File: src/rtl/rst_seq_pkg.sv
// Shared types and width helpers for the reset-release sequencer.
package rst_seq_pkg;

  typedef enum logic [1:0] {
    ST_SYNC    = 2'd0,
    ST_RELEASE = 2'd1,
    ST_DONE    = 2'd2
  } rst_seq_state_t;

  // One extra bit so the counter can hold the value n itself.
  function automatic int seq_w(input int n);
    return $clog2(n) + 1;
  endfunction

endpackage

File: src/rtl/rst_sync_chain.sv
// Reset-deassertion synchroniser: a chain of DEPTH flops that fills with ones.
module rst_sync_chain #(
  parameter int DEPTH = 2
) (
  input  logic clk,
  input  logic reset,
  input  logic clr,
  output logic sync_ok
);

  logic [DEPTH-1:0] s_q, s_d;

  always_comb begin
    s_d = clr ? '0 : {s_q[DEPTH-2:0], 1'b1};
  end

  always_ff @(posedge clk or negedge reset) begin
    if (!reset) s_q <= '0;
    else        s_q <= s_d;
  end

  assign sync_ok = s_q[DEPTH-1];

endmodule

File: src/rtl/rst_release_seq.sv
// Releases CH downstream resets one at a time, STAGGER cycles apart, once the
// board reset deassertion has passed through the synchroniser chain.
module rst_release_seq
  import rst_seq_pkg::*;
#(
  parameter int CH      = 4,
  parameter int DEPTH   = 2,
  parameter int STAGGER = 3
) (
  input  logic          clk,
  input  logic          reset,
  input  logic          soft_req,
  input  logic          hold,
  output logic [CH-1:0] q,
  output logic          done,
  output logic          busy
);

  localparam int CW = seq_w(STAGGER);
  localparam int IW = seq_w(CH);
  localparam logic [CW-1:0] CNT_LAST = CW'(STAGGER - 1);
  localparam logic [IW-1:0] IDX_LAST = IW'(CH - 1);

  rst_seq_state_t  state_q, state_d;
  logic [CW-1:0]   cnt_q, cnt_d;
  logic [IW-1:0]   idx_q, idx_d, idx_nxt;
  logic [CH-1:0]   q_q, q_d;
  logic            done_q, done_d;
  logic            sync_ok;

  rst_sync_chain #(.DEPTH(DEPTH)) u_sync (
    .clk     (clk),
    .reset   (reset),
    .clr     (soft_req),
    .sync_ok (sync_ok)
  );

  assign idx_nxt = idx_q + IW'(1);

  always_comb begin
    state_d = state_q;
    cnt_d   = cnt_q;
    idx_d   = idx_q;
    q_d     = q_q;
    done_d  = done_q;
    if (soft_req) begin
      // Restart wins over hold and over any release scheduled this edge.
      state_d = ST_SYNC;
      cnt_d   = '0;
      idx_d   = '0;
      q_d     = '0;
      done_d  = 1'b0;
    end else begin
      case (state_q)
        ST_SYNC: begin
          if (sync_ok && !hold) begin
            q_d[0]  = 1'b1;
            cnt_d   = '0;
            state_d = (CH == 1) ? ST_DONE : ST_RELEASE;
            done_d  = (CH == 1);
          end
        end
        ST_RELEASE: begin
          if (!hold) begin
            if (cnt_q == CNT_LAST) begin
              for (int i = 0; i < CH; i++) begin
                if (IW'(i) == idx_nxt) q_d[i] = 1'b1;
              end
              idx_d = idx_nxt;
              cnt_d = '0;
              if (idx_nxt == IDX_LAST) begin
                state_d = ST_DONE;
                done_d  = 1'b1;
              end
            end else begin
              cnt_d = cnt_q + CW'(1);
            end
          end
        end
        ST_DONE: ;
        default: state_d = ST_SYNC;
      endcase
    end
  end

  always_ff @(posedge clk or negedge reset) begin
    if (!reset) begin
      state_q <= ST_SYNC;
      cnt_q   <= '0;
      idx_q   <= '0;
      q_q     <= '0;
      done_q  <= 1'b0;
    end else begin
      state_q <= state_d;
      cnt_q   <= cnt_d;
      idx_q   <= idx_d;
      q_q     <= q_d;
      done_q  <= done_d;
    end
  end

  assign q    = q_q;
  assign done = done_q;
  assign busy = ~done_q;

endmodule
File: config.mk
export PLATFORM = sky130hd
export DESIGN_NAME = rst_release_seq
export DESIGN_NICKNAME = d
export VERILOG_FILES = /design/src/rtl/rst_seq_pkg.sv /design/src/rtl/rst_sync_chain.sv /design/src/rtl/rst_release_seq.sv
export SDC_FILE = /design/constraint.sdc
export NUM_CORES = 1
export LEC_CHECK = 0
export CELL_PAD_IN_SITES_DETAIL_PLACEMENT = 1
export CELL_PAD_IN_SITES_GLOBAL_PLACEMENT = 1
export CORE_MARGIN = 10
export CORE_UTILIZATION = 30
export DETAILED_ROUTE_END_ITERATION = 10
export PLACE_DENSITY_LB_ADDON = 0.1
export SETUP_SLACK_MARGIN = 0.15
export SLEW_MARGIN = 15
export SYNTH_ARGS = -nofsm -noshare
export SYNTH_HDL_FRONTEND = slang
export SYNTH_SLANG_ARGS = --single-unit
File: constraint.sdc
create_clock -name clk -period 3.3 [get_ports clk]
set_input_delay 0.99 -clock clk [delete_from_list [all_inputs] [get_ports clk]]
set_output_delay 0.99 -clock clk [all_outputs]
set_load 0.1 [all_outputs]
== Yosys cells after proc, flatten, opt, wreduce, memory -nomap -nowiden ==
Index checks and enable logic that the tools add are counted.

* Flip-flop bits (word level): 15
* Latch bits: 0
* Memory bits (writable): 0
* ROM bits: 0
* Output and inout port bits: 6
* Memories: 0

* $add $sub $neg: 2
* $mul: 0
* Div/mod/pow operators: 0
* Order comparisons: 0
* Equal/unequal tests: 14
* Shift-type cells: 0
* Muxes and demuxes: 32
* Bitwise operators: 1
* Reductions and logical operators: 18

{| class="wikitable"
|+ Operators by type and width
! operator !! count
|-
| two-way mux 3 bit || 9
|-
| inequality test 3 bit, second input constant || 5
|-
| AND reduction 5 bit || 3
|-
| two-way mux 2 bit || 6
|-
| two-way mux 4 bit || 3
|-
| AND reduction 4 bit || 3
|-
| two-way mux 1 bit || 10
|-
| nonzero test 2 bit || 5
|-
| adder 3 x 1 -> 3 bit, second input constant || 2
|-
| equality test 2 x 3 -> 1 bit, first input constant || 2
|-
| equality test 3 x 2 -> 1 bit, second input constant || 2
|-
| case mux 2 bit (3 select lines) || 1
|-
| case mux 3 bit (2 select lines) || 1
|-
| AND reduction 3 bit || 2
|-
| inequality test 2 bit, second input constant || 2
|-
| case mux 1 bit (2 select lines) || 2
|-
| equality test 1 x 3 -> 1 bit, first input constant || 1
|-
| zero test 3 bit || 1
|-
| nonzero test 3 bit || 1
|-
| equality test 2 x 1 -> 1 bit, second input constant || 1
|-
| equality test 2 bit, second input constant || 1
|-
| zero test 2 bit || 1
|-
| logical AND 1 bit || 1
|-
| zero test 1 bit || 1
|-
| inverter 1 bit || 1
|}

== Logic depth before layout (Yosys ltp) ==
Gate-level depths: netlist of the first run.

* Depth in word-level cells: 7
* Mapped depth: 5
* Mapped depth without buffers: 5

== Hierarchy ==
Synthesis of the first run repeated with hierarchy kept, for this count alone.

* Cells, all modules: 80
* Area total of the unflattened synthesis: 838.3 um^2

{| class="wikitable"
|+ By module, submodules not included
! module !! instances !! cells each !! area an instance (um^2)
|-
| rst_release_seq || 1 || 76 || 778.2
|-
| rst_sync_chain || 1 || 4 || 60.1
|}

== Least setup slack after synthesis of the first run ==
No wires, ideal clock.

* Kind: flip-flop to output port
* Start point: register done_q (netlist: done)
* End point: output port busy
* Arrival time: 1.583 ns
* Path slack: 0.727 ns
* Cell stages (with the launch flop): 2
* Buffers on the path: 0
* Path through: dfrtp_1 inv_1

* Word-level cells in the longest chain between the ends: 1

{| class="wikitable"
|+ Ends and longest elaborated chain
! element !! RTL line !! text
|-
| from (decl) || rst_release_seq.sv:28 || <nowiki>logic done_q, done_d;</nowiki>
|-
| from (signal assigned) || rst_release_seq.sv:98 || <nowiki>done_q <= done_d;</nowiki>
|-
| inverter 1 bit || rst_release_seq.sv:104 || <nowiki>assign busy = ~done_q;</nowiki>
|-
| to (decl) || rst_release_seq.sv:16 || <nowiki>output logic busy</nowiki>
|}

Every way passes these cells.

== Worst setup path in the final report of the first run ==
* Start point: input port soft_req
* End point: register cnt_q[2]

* Word-level cells in the longest chain between the ends: 2
* Elaborated cells between the ends (all ways): 5
* Those cells by class: 2 x eq/ne; 1 x mux; 2 x reduce/logical

{| class="wikitable"
|+ Ends and longest elaborated chain
! element !! RTL line !! text
|-
| from (decl) || rst_release_seq.sv:12 || <nowiki>input logic soft_req,</nowiki>
|-
| inequality test 3 bit (no source line) or nonzero test 3 bit (tied branches) || -- ||
|-
| AND reduction 3 bit (no source line) || -- ||
|-
| to (signal assigned) || rst_release_seq.sv:95 || <nowiki>cnt_q <= cnt_d;</nowiki>
|-
| to (decl) || rst_release_seq.sv:25 || <nowiki>logic [CW-1:0] cnt_q, cnt_d;</nowiki>
|}

Several ways; a longest one is shown, not always the timed one.
A chain may end at the register's enable or synchronous reset.

==> impl_results.md, run 1 <==
- Die Ht: 70.8 um
- Buffers added on ports: 9
- Fin nets: 96
- Slew headroom: 53.6%
- Post-synthesis cell area: 773 sq um
- Worst-path clk slew: 0.09 ns
- Most common cell after layout, fill and taps aside: dfrtp_1
- Initial antenna violation count: 0
- Synth cell types: 29
- Starting density of the core: 31.2%
- Cell taking the most area after synthesis: dfrtp_1
- Worst slew pin tran: 0.694 ns
- Critical path, cell by cell: clkdlybuf4s50_1 -> nor3b_2 -> or4b_1 -> nand3_1
- GRT overflow: 0
- Diode count: 0
- Final Worst Setup Slack: 0.867 ns
- Peak VDD IR: 0.228 mV
- Drt via density: 4.98
- Core area: 0.00248 sq mm
- Avg WL per Cell: 14.7 um
- Pwr dens: 394 mW/mm^2
- Ratio of cells with drive above 1 in the final layout: 16.3%
- DRC Markers: 0
- Synth area leaders: dfrtp_1 49%, ha_1 8.1%, nor2_1 4.4%, xnor2_1 3.4%, inv_1 2.9%
- Synth warnings: 0
- Io pins: 10
- Lkg Pwr: 0.411 nW
- TritonCTS Buffers: 3
- Status: finished, final reports clean
- Hold Violations, Final: 0
- First-pass GRT wire length: 2950 um
- Clk sinks: 15
- Die X: 70.8 um
- DP Wirelength: 1240 um
- Clk root buf: clkbuf_4
- Detailed Route WL: 1710 um
- Util after Layout: 36.7%
- RSZ-0062 raised after global routing: no
- Critical-path top delay cell: clkdlybuf4s50_1
- Synth top area share: 48.5%
- Area Overhead vs Synth: 17.6%
- Largest net degree at the start of global routing: 16
- Slowest stage delay, CP: 0.65 ns
- Avg Inst Size Synth: 10.4 sq um
- Insertion delay to the later sink of the worst-skew pair: 0.29 ns
- Crit path arrival time: 2.66 ns
- CP Class: in2reg
- Crit-path max FO: 13
- Power Total: 0.359 mW
- Clock buffer depth: 2
- Post-CTS sizing: 0
- Fin crit share: 73.7%
- Max Cap Violations: 0
- Skew final: 0.00311 ns
- Vias: 578
- Critical Path RT: 3.53 ns
- Synth Register Bits: 15
- Sequential element share of the synthesized area: 48.5%
- Max H-tree Level: 1
- Drt pass-1 iters: 3
- DRT antenna net count: 0
- Worst slack, placed: 0.531 ns
- CP Capture Type: flop
- CTS tree: done
- Total track usage: 7.40%
- Setup crit start kind: input port
- Postcts setup bufs: 0
- Hold-fix buffers, CTS: 0
- Cells after Synth: 74
- Filler Cell Count: 288
- Placer Congestion: 0.668
- Die area: 0.00501 sq mm
- Max Clk Rate: 411 MHz
- Initial DRC count: 18
- Final setup viols: 0
- # rows: 18
- Most frequent cells in the layout: 15 x dfrtp_1, 9 x nor2_1, 6 x inv_1, 6 x nand2_1, 6 x buf_4
- Minimum clock period: 2.43 ns
- Setup tns final: 0 ns
- Vias in the first global route: 604
- Worst hold path class: reg2reg
- Syn_nets: 83
- Pins over their slew limit: 0
-- cells in the mapped netlist --
library cell / instances
nor2_1: 9
o22a_1: 1
mux2i_1: 1
a311oi_1: 1
and3b_1: 1
nor2b_1: 1
nor3_1: 2
dfrtp_1: 15
clkbuf_1: 1
nor3b_2: 1
a31oi_1: 3
nand3b_1: 1
nand4b_1: 1
xnor2_1: 3
nor3_4: 1
a32o_1: 1
or4b_1: 1
o21ai_0: 2
inv_1: 6
nand2b_1: 2
nand3_1: 2
nand2_1: 6
ha_1: 5
a21oi_1: 2
or3b_4: 1
a21o_1: 1
o31ai_1: 1
o31a_1: 1
nor4_2: 1
-- through the flow --
step                instances  hold WS (ns)  cell area (sq um)
detailed placement        112         0.471                882
finish                    116         0.484                910
CTS                       116         0.494                910
global route              116         0.546                910
floorplan                  74         0.439                773
global placement          112         0.443                882
-- cell families after synthesis --
logic type	Yosys count	share of synthesized area (%)
and+or+nand+nor	30	23.6
DFF	15	48.5
adders and majority gates	5	8.09
muxes	1	1.29
xor gates and xnor gates	3	3.40
buffers and inverters	7	3.40
AOI/OAI and AO/OA	13	11.7
-- registers in the layout (all words and copies together) (netlist names) --
name	flops
idx_q	3
state_q	2
u_sync.s_q	2
cnt_q	3
done	1
q	4
-- report_power, final --
part	internal [mW]	leakage [nW]	total (mW)	switching (mW)
Combinational	0.0167	0.192	0.0512	0.0345
Clock	0.0451	0.0177	0.108	0.0630
Sequential	0.191	0.202	0.200	0.00847
-- cell type report --
| cell class | count | area (sq um) | area share (%) |
|---|---|---|---|
| sequential | 15 | 375 | 41.3 |
| multi-input combinational | 52 | 372 | 40.9 |
| timing repair buffer | 9 | 75.1 | 8.25 |
| tap | 30 | 37.5 | 4.13 |
| clock buffer | 3 | 22.5 | 2.48 |
| inverter | 6 | 22.5 | 2.48 |
| clock inverter | 1 | 5.00 | 0.550 |
-- critical path, delay by kind of cell --
family | cells | cell delay (ns)
and+or+nand+nor | 3 | 1.02
buffers and inverters | 1 | 0.65
-- path summary, 6_finish.rpt --
| kind | slack, ns | start | to | depth (start not counted) |
|---|---|---|---|---|
| max reg2reg | 1.56 | idx_q[0] | state_q[1] | 5 |
| max | 0.87 | soft_req | cnt_q[2] | 4 |
| min | 0.48 | u_sync.s_q[0] | u_sync.s_q[1] | 1 |
| max in group asynchronous | 1.75 | reset | q[0] | 1 |
| min reg2reg | 0.48 | u_sync.s_q[0] | u_sync.s_q[1] | 1 |
| min in group asynchronous | 1.11 | reset | cnt_q[2] | 1 |
-- layer usage --
layer / up-vias / wire [um] / global-route usage, %
met5: - / 0 / 0
met2: 7 / 827 / 11.5
met1: 287 / 799 / 8.89
li1: 282 / - / -
met3: 2 / 65 / 3.63
met4: 0 / 12 / 1.94
Note: power is estimated with default switching activity, not from simulation.
==> run 2, diff against run 1 <==
==> constraint.sdc (replaced) <==
create_clock -name clk -period 2.5 [get_ports clk]
set_input_delay 0.75 -clock clk [delete_from_list [all_inputs] [get_ports clk]]
set_output_delay 0.75 -clock clk [all_outputs]
set_load 0.1 [all_outputs]
==> run 2 against run 1 <==
Register-to-register slack worse by 0.81 ns. Largest power group unchanged. Non-clock buffer count is 4 higher. Critical path depth stayed put. Critical path type unchanged. Cell count is 3.4% higher.
==> impl_results.md, run 2 (synthesis results as in run 1) <==
- Max H-tree Level: 1
- Clk root buf: clkbuf_4
- Die Ht: 70.8 um
- Initial antenna violation count: 0
- Met3 usage: 4.74%
- Lkg Pwr: 0.431 nW
- Pins over their slew limit: 0
- DRC Markers: 0
- Worst-path clk slew: 0.08 ns
- Vias in the first global route: 615
- Diode count: 0
- Starting density of the core: 31.2%
- Final setup viols: 0
- Total track usage: 7.33%
- Io pins: 10
- DP Wirelength: 1340 um
- Status: finished, final reports clean
- Postcts setup bufs: 0
- Hold Violations, Final: 0
- Drt pass-1 iters: 3
- Placed inst area: 912 sq um
- Buffers added on ports: 9
- Area Overhead vs Synth: 21.5%
- Most common cell after layout, fill and taps aside: dfrtp_1
- Grt met2 use: 12.1%
- Ratio of cells with drive above 1 in the final layout: 20.0%
- Most frequent cells in the layout: 15 x dfrtp_1, 10 x buf_4, 9 x nor2_1, 6 x inv_1, 6 x nand2_1
- Fin nets: 100
- GRT overflow: 0
- TritonCTS Buffers: 3
- Clock buffer depth: 2
- CP Class: in2reg
- Avg WL per Cell: 14.3 um
- DRT antenna net count: 0
- Die X: 70.8 um
- Fin crit share: 75.9%
- Placer Congestion: 0.657
- Critical path, cell by cell: clkdlybuf4s50_1 -> o31a_1 -> or4b_1 -> nand3_1
- CTS tree: done
- Die area: 0.00501 sq mm
- # rows: 18
- Core area: 0.00248 sq mm
- RSZ-0062 raised after global routing: no
- Insertion delay to the later sink of the worst-skew pair: 0.28 ns
- Detailed Route WL: 1710 um
- Pwr dens: 503 mW/mm^2
- Critical-path top delay cell: clkdlybuf4s50_1
- Met1 Use GR: 7.81%
- Vias: 584
- Most used routing layer: met2
- Initial DRC count: 4
- Setup crit start kind: input port
- Drt via density: 4.87
- Clk sinks: 15
- Max reg flops: 4
- Minimum clock period: 1.90 ns
- Post-CTS sizing: 0
- Crit-path max FO: 5
- Worst hold path class: reg2reg
- Design area: 940 sq um
- First-pass GRT wire length: 2940 um
- Critical Path RT: 2.71 ns
- Skew final: 0.0116 ns
- Max Cap Violations: 0
- Setup tns final: 0 ns
- Crit path arrival time: 2.11 ns
- Final hold slack: 0.488 ns
- Max Clk Rate: 527 MHz
- Worst slew pin tran: 0.538 ns
- Slowest stage delay, CP: 0.49 ns
- Peak VDD IR: 0.250 mV
- CP Capture Type: flop
- Slew headroom: 63.9%
- Largest net degree at the start of global routing: 16
- Hold-fix buffers, CTS: 0
-- run 2: changes by cell type in the layout (fill, tap and decap cells not counted), sizes merged --
cell	before	now
buf	6	10
-- run 2: worst paths after layout --
path                                from             to  slack (ns)  depth (start not counted)
max in group asynchronous          reset  u_sync.s_q[1]        1.53                          2
min in group asynchronous          reset       idx_q[2]        0.78                          2
max                                 hold       cnt_q[2]        0.60                          4
max reg2reg                     idx_q[0]     state_q[1]        0.75                          5
min reg2reg                u_sync.s_q[0]  u_sync.s_q[1]        0.49                          1
min                        u_sync.s_q[0]  u_sync.s_q[1]        0.49                          1
-- run 2: final cells by class --
cell class	instances	area, sq um
multi-input cells	52	372
clock inverters	1	5.00
flip-flops and latches	15	375
inverters	6	22.5
fillers	289	1540
well taps	30	37.5
repair buffers	13	105
clock buffers	3	22.5
-- run 2: critical path, delay by kind of cell --
kind / cells / cell delay [ns]
compound gates: 1 / 0.32
buf+inv: 1 / 0.49
simple gates: 2 / 0.55
-- run 2: power by group --
part / total (mW) / internal (mW) / switching, mW
clock network: 0.136 / 0.0593 / 0.0764
registers: 0.262 / 0.252 / 0.0102
logic: 0.0743 / 0.0272 / 0.0471
total: 0.472 / 0.339 / 0.134
-- run 2: per-layer routing --
layer / vias up / share of wire, %
li1: 288 / -
met3: 2 / 6.3
met5: - / 0
met2: 7 / 51
met1: 287 / 42
met4: 0 / 0.88
-- run 2: metrics by stage --
step                power [mW]  worst slack, ns  std cells  util [%]
floorplan                0.312            0.167         74         -
global route             0.509            0.580        120      37.9
CTS                      0.486            0.624        120      37.9
detailed placement       0.343            0.316        116      36.8
finish                   0.472            0.603        120      37.9
global placement         0.342            0.345        116      36.8
